`src/rtl/mmio_uart_tx_if.sv`:
```
// Memory-mapped bus between the CPU data-memory port and mmio_uart_tx.
// Handshake: this bus has no valid/ready pair. The slave is always ready, so
// every rising edge is one access. A store takes effect on that edge when
// web[0]=1. A read returns rdata on the following edge.
interface mmio_uart_tx_if #(
  parameter int ADDR_WIDTH = 13
);
  logic [ADDR_WIDTH-1:0] addr;
  logic [3:0]            web;
  logic [31:0]           wdata;
  logic [31:0]           rdata;

  modport master (output addr, output web, output wdata, input rdata);
  modport slave  (input addr, input web, input wdata, output rdata);
endinterface

```
`src/rtl/mmio_uart_tx.sv`:
```
// mmio_uart_tx: memory-mapped UART transmitter.
// A store to TX_ADDR queues one byte in a small FIFO. A serialiser drains the
// FIFO onto tx as 8N1 frames. A load from STAT_ADDR returns
// {overflow, empty, full, busy}.
// Optional feature macro UART_TX_PARITY_EN: adds an even-parity bit (8E1) and
// sets STAT bit 4 to advertise the feature.
module mmio_uart_tx #(
  parameter int                    ADDR_WIDTH   = 13,
  parameter logic [ADDR_WIDTH-1:0] TX_ADDR      = 13'h1FF0,
  parameter logic [ADDR_WIDTH-1:0] STAT_ADDR    = 13'h1FF1,
  parameter int                    FIFO_DEPTH   = 8,
  parameter int                    CLKS_PER_BIT = 868
) (
  input  logic                sysclk,
  input  logic                rst,
  mmio_uart_tx_if.slave       bus,
  output logic                tx,
  output logic                busy,
  output logic [2:0]          dbg_state_o
);

  localparam int PW = $clog2(FIFO_DEPTH);
  localparam int CW = PW + 1;
  localparam int BW = $clog2(CLKS_PER_BIT);
  localparam logic [CW-1:0] DEPTH_C  = CW'(FIFO_DEPTH);
  localparam logic [BW-1:0] BAUD_MAX = BW'(CLKS_PER_BIT - 1);

`ifdef UART_TX_PARITY_EN
  typedef enum logic [2:0] {
    S_IDLE   = 3'd0,
    S_START  = 3'd1,
    S_DATA   = 3'd2,
    S_PARITY = 3'd3,
    S_STOP   = 3'd4
  } state_t;
  localparam logic FEAT_PARITY = 1'b1;
`else
  typedef enum logic [2:0] {
    S_IDLE   = 3'd0,
    S_START  = 3'd1,
    S_DATA   = 3'd2,
    S_STOP   = 3'd4
  } state_t;
  localparam logic FEAT_PARITY = 1'b0;
`endif

  // FIFO storage and bookkeeping
  logic [7:0]    mem_q [FIFO_DEPTH];
  logic [PW-1:0] wr_ptr_q, rd_ptr_q;
  logic [CW-1:0] count_q, count_d;
  logic          overflow_q, overflow_d;
  logic [31:0]   rdata_q;

  // Serialiser state
  state_t        state_q;
  logic [BW-1:0] baud_q;
  logic [2:0]    bit_idx_q;
  logic [7:0]    shreg_q;
  logic          tx_q;
`ifdef UART_TX_PARITY_EN
  logic          par_q;
`endif

  logic push_req, push_ok, pop, full, empty, ovf_set, ovf_clr, busy_w;
  logic unused_bus_bits;

  assign unused_bus_bits = ^{bus.web[3:1], bus.wdata[31:8]};

  assign full     = (count_q == DEPTH_C);
  assign empty    = (count_q == '0);
  assign push_req = (bus.addr == TX_ADDR) && bus.web[0];
  // The FSM pops when idle, or at the end of a stop bit for back-to-back frames.
  assign pop      = !empty && ((state_q == S_IDLE) ||
                               ((state_q == S_STOP) && (baud_q == '0)));
  // When full, a same-cycle pop frees the slot, so the push is still accepted.
  assign push_ok  = push_req && (!full || pop);
  assign ovf_set  = push_req && full && !pop;
  assign ovf_clr  = (bus.addr == STAT_ADDR) && bus.web[0] && bus.wdata[3];
  assign busy_w   = !empty || (state_q != S_IDLE);

  // Next FIFO occupancy and sticky overflow (a set in the same cycle beats a clear)
  always_comb begin
    count_d = count_q;
    case ({push_ok, pop})
      2'b10:   count_d = count_q + 1'b1;
      2'b01:   count_d = count_q - 1'b1;
      default: count_d = count_q;
    endcase
    overflow_d = overflow_q;
    if (ovf_set)      overflow_d = 1'b1;
    else if (ovf_clr) overflow_d = 1'b0;
  end

  // FIFO data array (contents need no reset; the pointers define validity)
  always_ff @(posedge sysclk) begin
    if (push_ok) mem_q[wr_ptr_q] <= bus.wdata[7:0];
  end

  // FIFO pointers, count, overflow flag and registered status read port
  always_ff @(posedge sysclk or negedge rst) begin
    if (!rst) begin
      wr_ptr_q   <= '0;
      rd_ptr_q   <= '0;
      count_q    <= '0;
      overflow_q <= 1'b0;
      rdata_q    <= '0;
    end else begin
      if (push_ok) wr_ptr_q <= wr_ptr_q + 1'b1;
      if (pop)     rd_ptr_q <= rd_ptr_q + 1'b1;
      count_q    <= count_d;
      overflow_q <= overflow_d;
      if (bus.addr == STAT_ADDR)
        rdata_q <= {27'b0, FEAT_PARITY, overflow_q, empty, full, busy_w};
      else
        rdata_q <= '0;
    end
  end

  // Frame FSM. tx_q follows the state one cycle later, so the line comes
  // straight from a flop.
  always_ff @(posedge sysclk or negedge rst) begin
    if (!rst) begin
      state_q   <= S_IDLE;
      baud_q    <= '0;
      bit_idx_q <= '0;
      shreg_q   <= '0;
      tx_q      <= 1'b1;
`ifdef UART_TX_PARITY_EN
      par_q     <= 1'b0;
`endif
    end else begin
      case (state_q)
        S_IDLE: begin
          tx_q <= 1'b1;
          if (pop) begin
            shreg_q <= mem_q[rd_ptr_q];
`ifdef UART_TX_PARITY_EN
            par_q   <= ^mem_q[rd_ptr_q];
`endif
            baud_q  <= BAUD_MAX;
            state_q <= S_START;
          end
        end
        S_START: begin
          tx_q <= 1'b0;
          if (baud_q == '0) begin
            baud_q    <= BAUD_MAX;
            bit_idx_q <= '0;
            state_q   <= S_DATA;
          end else begin
            baud_q <= baud_q - 1'b1;
          end
        end
        S_DATA: begin
          tx_q <= shreg_q[0];
          if (baud_q == '0) begin
            baud_q  <= BAUD_MAX;
            shreg_q <= {1'b0, shreg_q[7:1]};
            if (bit_idx_q == 3'd7) begin
`ifdef UART_TX_PARITY_EN
              state_q <= S_PARITY;
`else
              state_q <= S_STOP;
`endif
            end else begin
              bit_idx_q <= bit_idx_q + 1'b1;
            end
          end else begin
            baud_q <= baud_q - 1'b1;
          end
        end
`ifdef UART_TX_PARITY_EN
        S_PARITY: begin
          tx_q <= par_q;
          if (baud_q == '0) begin
            baud_q  <= BAUD_MAX;
            state_q <= S_STOP;
          end else begin
            baud_q <= baud_q - 1'b1;
          end
        end
`endif
        S_STOP: begin
          tx_q <= 1'b1;
          if (baud_q == '0) begin
            if (pop) begin
              shreg_q <= mem_q[rd_ptr_q];
`ifdef UART_TX_PARITY_EN
              par_q   <= ^mem_q[rd_ptr_q];
`endif
              baud_q  <= BAUD_MAX;
              state_q <= S_START;
            end else begin
              state_q <= S_IDLE;
            end
          end else begin
            baud_q <= baud_q - 1'b1;
          end
        end
        default: begin
          tx_q    <= 1'b1;
          state_q <= S_IDLE;
        end
      endcase
    end
  end

  assign tx          = tx_q;
  assign busy        = busy_w;
  assign bus.rdata   = rdata_q;
  assign dbg_state_o = state_q;

endmodule
```
`src/flat_wrapper.sv`:
```
// flat-port wrapper written by rule: the top's interface ports become plain ports
module mmio_uart_tx_flat 
#(
  parameter int                    ADDR_WIDTH   = 13,
  parameter logic [ADDR_WIDTH-1:0] TX_ADDR      = 13'h1FF0,
  parameter logic [ADDR_WIDTH-1:0] STAT_ADDR    = 13'h1FF1,
  parameter int                    FIFO_DEPTH   = 8,
  parameter int                    CLKS_PER_BIT = 868
)
  (sysclk, rst, tx, busy, dbg_state_o, bus_addr, bus_web, bus_wdata, bus_rdata);
  mmio_uart_tx_if #(.ADDR_WIDTH(ADDR_WIDTH)) bus_i ();
  input  logic sysclk;
  input  logic rst;
  output logic tx;
  output logic busy;
  output logic [2:0] dbg_state_o;
  input wire logic [$bits(bus_i.addr)-1:0] bus_addr;
  input wire logic [$bits(bus_i.web)-1:0] bus_web;
  input wire logic [$bits(bus_i.wdata)-1:0] bus_wdata;
  output wire logic [$bits(bus_i.rdata)-1:0] bus_rdata;
  assign bus_i.addr = bus_addr;
  assign bus_i.web = bus_web;
  assign bus_i.wdata = bus_wdata;
  assign bus_rdata = bus_i.rdata;
  mmio_uart_tx #(.ADDR_WIDTH(ADDR_WIDTH), .TX_ADDR(TX_ADDR), .STAT_ADDR(STAT_ADDR), .FIFO_DEPTH(FIFO_DEPTH), .CLKS_PER_BIT(CLKS_PER_BIT)) u_core (.sysclk(sysclk), .rst(rst), .bus(bus_i), .tx(tx), .busy(busy), .dbg_state_o(dbg_state_o));
endmodule
```
`config.mk`:
```
export PLATFORM = sky130hd
export DESIGN_NAME = mmio_uart_tx_flat
export DESIGN_NICKNAME = d
export VERILOG_FILES = /design/src/rtl/mmio_uart_tx_if.sv /design/src/rtl/mmio_uart_tx.sv /design/src/flat_wrapper.sv
export SDC_FILE = /design/constraint.sdc
export NUM_CORES = 1
export LEC_CHECK = 0
export CORE_MARGIN = 1
export CORE_UTILIZATION = 52
export CTS_BUF_LIST = sky130_fd_sc_hd__clkbuf_8
export DETAILED_ROUTE_END_ITERATION = 10
export PLACE_DENSITY = 0.89
export SYNTH_ARGS = -nofsm -noshare
export SYNTH_HDL_FRONTEND = slang
export SYNTH_SLANG_ARGS = --single-unit
```
`constraint.sdc`:
```
create_clock -name sysclk -period 4.8 [get_ports sysclk]
set_input_delay 0.96 -clock sysclk [delete_from_list [all_inputs] [get_ports sysclk]]
set_output_delay 0.96 -clock sysclk [all_outputs]
set_load 0.005 [all_outputs]
```
==> results of run 1 <==
kinds of logic after synthesis:
group	after synthesis	synth area share [%]
flops	104	59.83
other cells	1	0.07673
compound gates	66	8.628
mux	25	9.242
fa+ha+maj	10	2.663
simple gates	115	11.88
buf+inv	49	6.426
xor+xnor	7	1.255
cell type report:
class	instances	area (um2)	area share, %
clock inverter	7	91.34	1.684
sequential	104	2924	53.92
multi-input combinational	251	1750	32.28
inverter	9	33.78	0.6230
timing repair buffer	38	360.3	6.645
tap	111	138.9	2.561
clock buffer	9	123.9	2.284
state kept, by name, indices dropped and copies added (netlist names):
signal / count
u_core.count_q: 4
u_core.bit_idx_q: 3
u_core.wr_ptr_q: 3
u_core.overflow_q: 1
u_core.baud_q: 10
u_core.rd_ptr_q: 3
u_core.shreg_q: 8
u_core.mem_q: 64
u_core.bus.rdata: 4
u_core.tx: 1
u_core.dbg_state_o: 3
cell usage in the layout (no fill, tap or decap), drive strengths merged, types with 3 or more instances in the layout:
cell type / instances
o21ai: 24
clkbuf: 9
xnor2: 5
and3: 3
nand3: 3
o2bb2ai: 4
inv: 13
nand2: 41
edfxtp: 64
ha: 8
o21a: 3
clkdlybuf4s50: 31
nor3: 13
nand4: 4
dfrtp: 39
clkinv: 3
a21oi: 14
buf: 7
mux2i: 8
nor4: 4
conb: 28
nor2: 25
nand2b: 7
mux4: 16
critical path, delay by kind of cell:
family          cells  cell delay [ps]
fa+ha+maj           1              270
compound gates      3              470
simple gates        4             1600
buf+inv             1              410
xor+xnor            1              140
power groups by stage:
stage	combinational [mW]	clock [mW]	sequential, mW
global route	0.556	0.597	1.24
floorplan	0.469	0	1.13
finish	0.502	0.562	1.22
detailed placement	0.497	0	1.23
CTS	0.500	0.569	1.22
global placement	0.471	0	1.22
final timing paths:
path / startpoint / end / slack [ps] / cells after the start
setup / recovery: bus_addr[1] / u_core.count_q[3] / 1220 / 10
hold / removal: u_core.shreg_q[3] / u_core.shreg_q[3] / 500 / 2
setup reg to reg: u_core.baud_q[5] / u_core.mem_q[7][3] / 1920 / 5
hold reg to reg: u_core.shreg_q[3] / u_core.shreg_q[3] / 500 / 2
max in group asynchronous: rst / u_core.bit_idx_q[0] / 3550 / 1
min in group asynchronous: rst / u_core.wr_ptr_q[1] / 700 / 1
per-stage QoR:
step | setup WS (ps) | cells
4_1_cts | 1237 | 529
5_1_grt | 1181 | 529
3_3_place_gp | 924.1 | 513
6_report | 1217 | 529
3_5_place_dp | 826.4 | 513
2_1_floorplan | 1397 | 404
layer usage:
metal | routed length, um | vias to the layer above | track usage (%)
li1 | - | 1419 | -
met1 | 3744 | 1520 | 23.47
met2 | 5015 | 121 | 36.96
met3 | 363 | 20 | 3.688
met4 | 184 | 0 | 8.037
met5 | 0 | - | 0
==> metrics.md, run 1 <==
| Metric | Value |
|---|---|
| Status | `finished, final reports clean` |
| Net Sw Frac | `around a third` |
| Mean post-synth cell area | `around 13 um2` |
| Seq pwr share | `approximately 53%` |
| Detailed Routing Iterations Pass 1 | `4` |
| GRT Residual Overflow | `0` |
| Crit path max fanout | `5` |
| DRT Wirelength | `9.308 mm` |
| Syn Std Cell Area | `slightly below 5000 um2` |
| Vias | `3080` |
| Drt wl/cell | `roughly 18 um` |
| Rows | `35` |
| Area post-placement | `5207 um2` |
| Sequential element share of the synthesized area | `about three fifths` |
| Crit-path slowest cell | `or4b_4` |
| Synth unique cells | `61` |
| CTS max path bufs | `2` |
| Fmax | `0.2791 GHz` |
| Max-cap viol count | `0` |
| Final ANT Viol Nets | `0` |
| Critical path data arrival time | `just under 4000 ps` |
| Most frequent cell after synthesis | `edfxtp_1` |
| Via/cell ratio | `5.822` |
| Resized cells post-CTS | `0` |
| Worst setup SP type | `primary input` |
| Cts hold-fix bufs | `0` |
| Fin. Hold Viols | `0` |
| Die footprint | `about 9800 um2` |
| Setup Fix Bufs, Post-CTS | `0` |
| Residual DRC | `0` |
| Prevailing post-synth register cell | `edfxtp_1` |
| CP most frequent cell | `a21o_1` |
| Flops & latches, synth | `around 100` |
| Layout net count | `473` |
| Slew @ Worst Pin | `about 1100 ps` |
| Num Clock Sinks | `~100` |
| Clock-pin transition on the worst setup and hold timing paths | `120 ps` |
| Hpwl dp | `6.471 mm` |
| Clock power share | `roughly 25%` |
| Cells after synthesis | `roughly 380` |
| Utilization after layout | `roughly 59%` |
| RSZ-0062 raised after global routing | `false` |
| Post-synth top area cell | `edfxtp_1` |
| Clk Latency, worst-skew pair | `370 ps` |
| GP Congestion | `~0.83` |
| Final setup fails | `0` |
| First-pass GRT wire length | `15.01 mm` |
| Worst endpoint required time | `roughly 5100 ps` |
| Die outline width | `about 99 um` |
| Crit path cell chain | `clkdlybuf4s50_1 > or4b_4 > or4_4 > and3_4 > ha_1 > a21o_1 > a21o_1 > nor4b_1 > a31oi_1 > xnor2_1` |
| Clk_skew | `between 15 and 20 ps` |
| Minimum clock period | `~3600 ps` |
| Worst hold slack | `496.0 ps` |
| Critical path class | `in -> reg` |
| Yosys top cell area share | `slightly below 40%` |
| Root Buffer | `clkbuf_8` |
| EDFF count, synth | `between 60 and 70` |
| Syn-to-layout area delta | `10.96%` |
| Total track usage | `20.21%` |
| H-tree Lvls | `3` |
| Ranking of synthesized cells by area | `edfxtp_1 (39%), dfrtp_1 (20%), mux4_2 (7.4%)` |
| Slew margin rel. | `between 20 and 30%` |
| Port buffer count | `32` |
| Critical Path End Type | `flip-flop` |
| Filler cells | `between 600 and 700` |
| Int Power | `approximately 1.5 mW` |
| Fin. max-slew vios | `0` |
| Initial antenna violation count | `0` |
| Non-Filler Cell Area, Final | `5423 um2` |
| Synth warn | `0` |
| Static Leakage | `a little over 2 nW` |
| Post-layout power | `2.279 mW` |
| CP max stage delay | `between 500 and 600 ps` |
| Die Y-Extent | `between 90 and 100 um` |
| VDD IR max | `between 200 and 250 uV` |
| Total CTS buffers | `9` |
| Commonest cells post-synth | `edfxtp_1 (64), nand2_1 (41), dfrtp_1 (39)` |
| Fin crit share | `between 70% and 80%` |
| Initial core utilization | `53.40%` |
| Layout cell share with drive strength beyond 1 | `12.20%` |
| CTS tree | `built` |
| Ys async rst share | `a little under 40%` |
| Antenna cells | `0` |
| Core box area | `between 9000 and 10000 um2` |
| Power Dens Cells | `about 420 nW/um2` |
| Top-Level Pins | `approximately 90` |
| Hold Crit Class | `reg -> reg` |
| Post-Route Setup TNS | `0 ps` |
| Largest net degree at the start of global routing | `41` |
| Starting DRT DRC Count | `~130` |
| Comb pwr share | `22.0%` |
| Sw power | `0.7399 mW` |
| Number of global-route vias before repair | `just over 3000` |
Power figures use the tool's default switching activity.
==> run 2: changes to the inputs <==
- clock period: 4.8 -> 3.4 ns (I/O delays scaled with it)
==> run 2 against run 1 <==
  * Worst hold slack got worse by 78 ps
  * Combinational power rose by 49%
  * Clock-buffer cell count unchanged
  * Sequential share of layout area is 0.69 points lower
  * Routed wire length fell by 2.2%
  * Register-to-register slack got worse by 1400 ps
  * Non-clock buffer count rose by 10
  * Flip-flop and latch count is the same
  * Total power rose by 42%
  * Largest cell class unchanged
  * Largest power group unchanged
==> metrics.md, run 2 (synthesized netlist as in run 1, its figures left out) <==
| Metric | Value |
|---|---|
| Static Leakage | `approximately 2.1 nW` |
| Via/cell ratio | `about 5.7` |
| Drt wl/cell | `between 15 and 20 um` |
| Worst hold slack | `between 400 and 500 ps` |
| Setup Fix Bufs, Post-CTS | `0` |
| Top-Level Pins | `88` |
| Total CTS buffers | `9` |
| Initial antenna violation count | `0` |
| Die outline width | `approximately 99 um` |
| CTS tree | `built` |
| Fin. max-slew vios | `0` |
| Post-layout power | `between 3 and 4 mW` |
| Residual DRC | `0` |
| Max-cap viol count | `0` |
| Clock-pin transition on the worst setup and hold timing paths | `110 ps` |
| Most frequent cells in the layout | `edfxtp_1 (64), nand2_1 (41), dfrtp_1 (39), clkdlybuf4s50_1 (31), conb_1 (28)` |
| Resized cells post-CTS | `0` |
| Core box area | `just over 9000 um2` |
| Worst endpoint required time | `3670 ps` |
| Fin crit share | `around 95%` |
| Die footprint | `slightly below 10000 um2` |
| Initial core utilization | `approximately 53%` |
| Worst setup SP type | `primary input` |
| Register-to-Register Path Depth | `10` |
| Rows | `35` |
| Vias | `3092` |
| Minimum clock period | `3223 ps` |
| H-tree Lvls | `3` |
| Layout net count | `483` |
| RSZ-0062 raised after global routing | `false` |
| VDD IR max | `around 340 uV` |
| Slew margin rel. | `between 20 and 30%` |
| Worst reg2reg setup slack | `550 ps` |
| Hpwl dp | `~6.3 mm` |
| Final ANT Viol Nets | `0` |
| Die Y-Extent | `98.95 um` |
| Num Clock Sinks | `104` |
| Number of flip-flops under the largest register name | `64` |
| Critical path data arrival time | `3490 ps` |
| Power Dens Cells | `roughly 590 nW/um2` |
| Top reg by flops | `u_core.mem_q` |
| Starting DRT DRC Count | `between 200 and 250` |
| Port buffer count | `32` |
| First-pass GRT wire length | `14.93 mm` |
| Status | `finished, final reports clean` |
| GP Congestion | `around 0.87` |
| Filler cells | `between 600 and 700` |
| Crit path max fanout | `2` |
| Final setup fails | `0` |
| Fmax | `0.3103 GHz` |
| Root Buffer | `clkbuf_8` |
| DRT Wirelength | `a little over 9 mm` |
| Hold Crit Class | `in -> async` |
| Slew @ Worst Pin | `~1100 ps` |
| Critical path class | `in -> reg` |
| Cts hold-fix bufs | `0` |
| Layout cell share with drive strength beyond 1 | `~14%` |
| GRT Residual Overflow | `0` |
| Top Registers | `u_core.mem_q: 64 flops, u_core.baud_q: 10 flops, u_core.shreg_q: 8 flops` |
| Largest net degree at the start of global routing | `41` |
| Fin. Hold Viols | `0` |
| Clk Latency, worst-skew pair | `~380 ps` |
| Critical Path End Type | `flip-flop` |
| Number of global-route vias before repair | `roughly 3100` |
| Total track usage | `~20%` |
| Detailed Routing Iterations Pass 1 | `4` |
| Most common cell after layout, fill and taps aside | `edfxtp_1` |
| Antenna cells | `0` |
| Syn-to-layout area delta | `12.39%` |
| CTS max path bufs | `2` |
| Clk_skew | `12.04 ps` |
-- run 2: changes by cell type in the layout (fill, tap and decap cells not counted), sizes merged --
cell    before  now
buf          7   17
clkinv       3    2
inv         13   14
-- run 2: per-layer routing --
| metal | vias to the layer above | routed length [um] | GRT usage (%) | share of wire, % |
|---|---|---|---|---|
| li1 | 1438 | - | - | - |
| met1 | 1528 | 3735 | 25.00 | 41 |
| met2 | 112 | 4785 | 34.75 | 53 |
| met3 | 14 | 447 | 3.688 | 4.9 |
| met4 | 0 | 133 | 7.348 | 1.5 |
| met5 | - | 0 | 0 | 0 |
-- run 2: critical path, stage by stage --
cell and delay, ps:
clkdlybuf4s50_1 400, or4b_4 540, or4_4 530, and3_4 200
ha_1 270, a21o_1 190, a21o_1 190, nor4b_1 260
a31oi_1 100, xnor2_1 150
-- run 2: layout make-up --
class / instances / area, um2 / share of cell area [%]
Clock buffer: 9 / 123.9 / 2.255
Clock inverter: 7 / 86.33 / 1.572
Inverter: 9 / 33.78 / 0.6150
Multi-Input combinational cell: 251 / 1750 / 31.87
Sequential cell: 104 / 2924 / 53.23
Tap cell: 111 / 138.9 / 2.528
Timing Repair Buffer: 48 / 435.4 / 7.927
-- run 2: final timing paths --
kind,startpoint,to
min,rst,u_core.count_q[0]
min in group sysclk,u_core.shreg_q[0],u_core.tx
max in group asynchronous,rst,u_core.shreg_q[1]
max reg2reg,u_core.count_q[1],u_core.count_q[3]
max,bus_addr[1],u_core.count_q[3]
min reg2reg,u_core.shreg_q[0],u_core.tx
-- run 2: power breakdown --
group	internal [mW]	total [mW]	switching (mW)
clock	0.302	0.791	0.490
sequential	1.47	1.70	0.226
combinational	0.420	0.749	0.329
-- run 2: through the flow --
| stage | TNS (ps) | utilization [%] | area (um2) | instances | setup slack [ps] |
|---|---|---|---|---|---|
| detailed placement | -201.4 | 57.72 | 5283 | 523 | -201.4 |
| CTS | 0 | 60.01 | 5493 | 539 | 200.3 |
| finish | 0 | 60.01 | 5493 | 539 | 176.8 |
| floorplan | 0 | - | 4989 | 404 | 277.3 |
| global route | 0 | 60.01 | 5493 | 539 | 110.7 |
| global placement | -130.9 | 57.72 | 5283 | 523 | -130.9 |
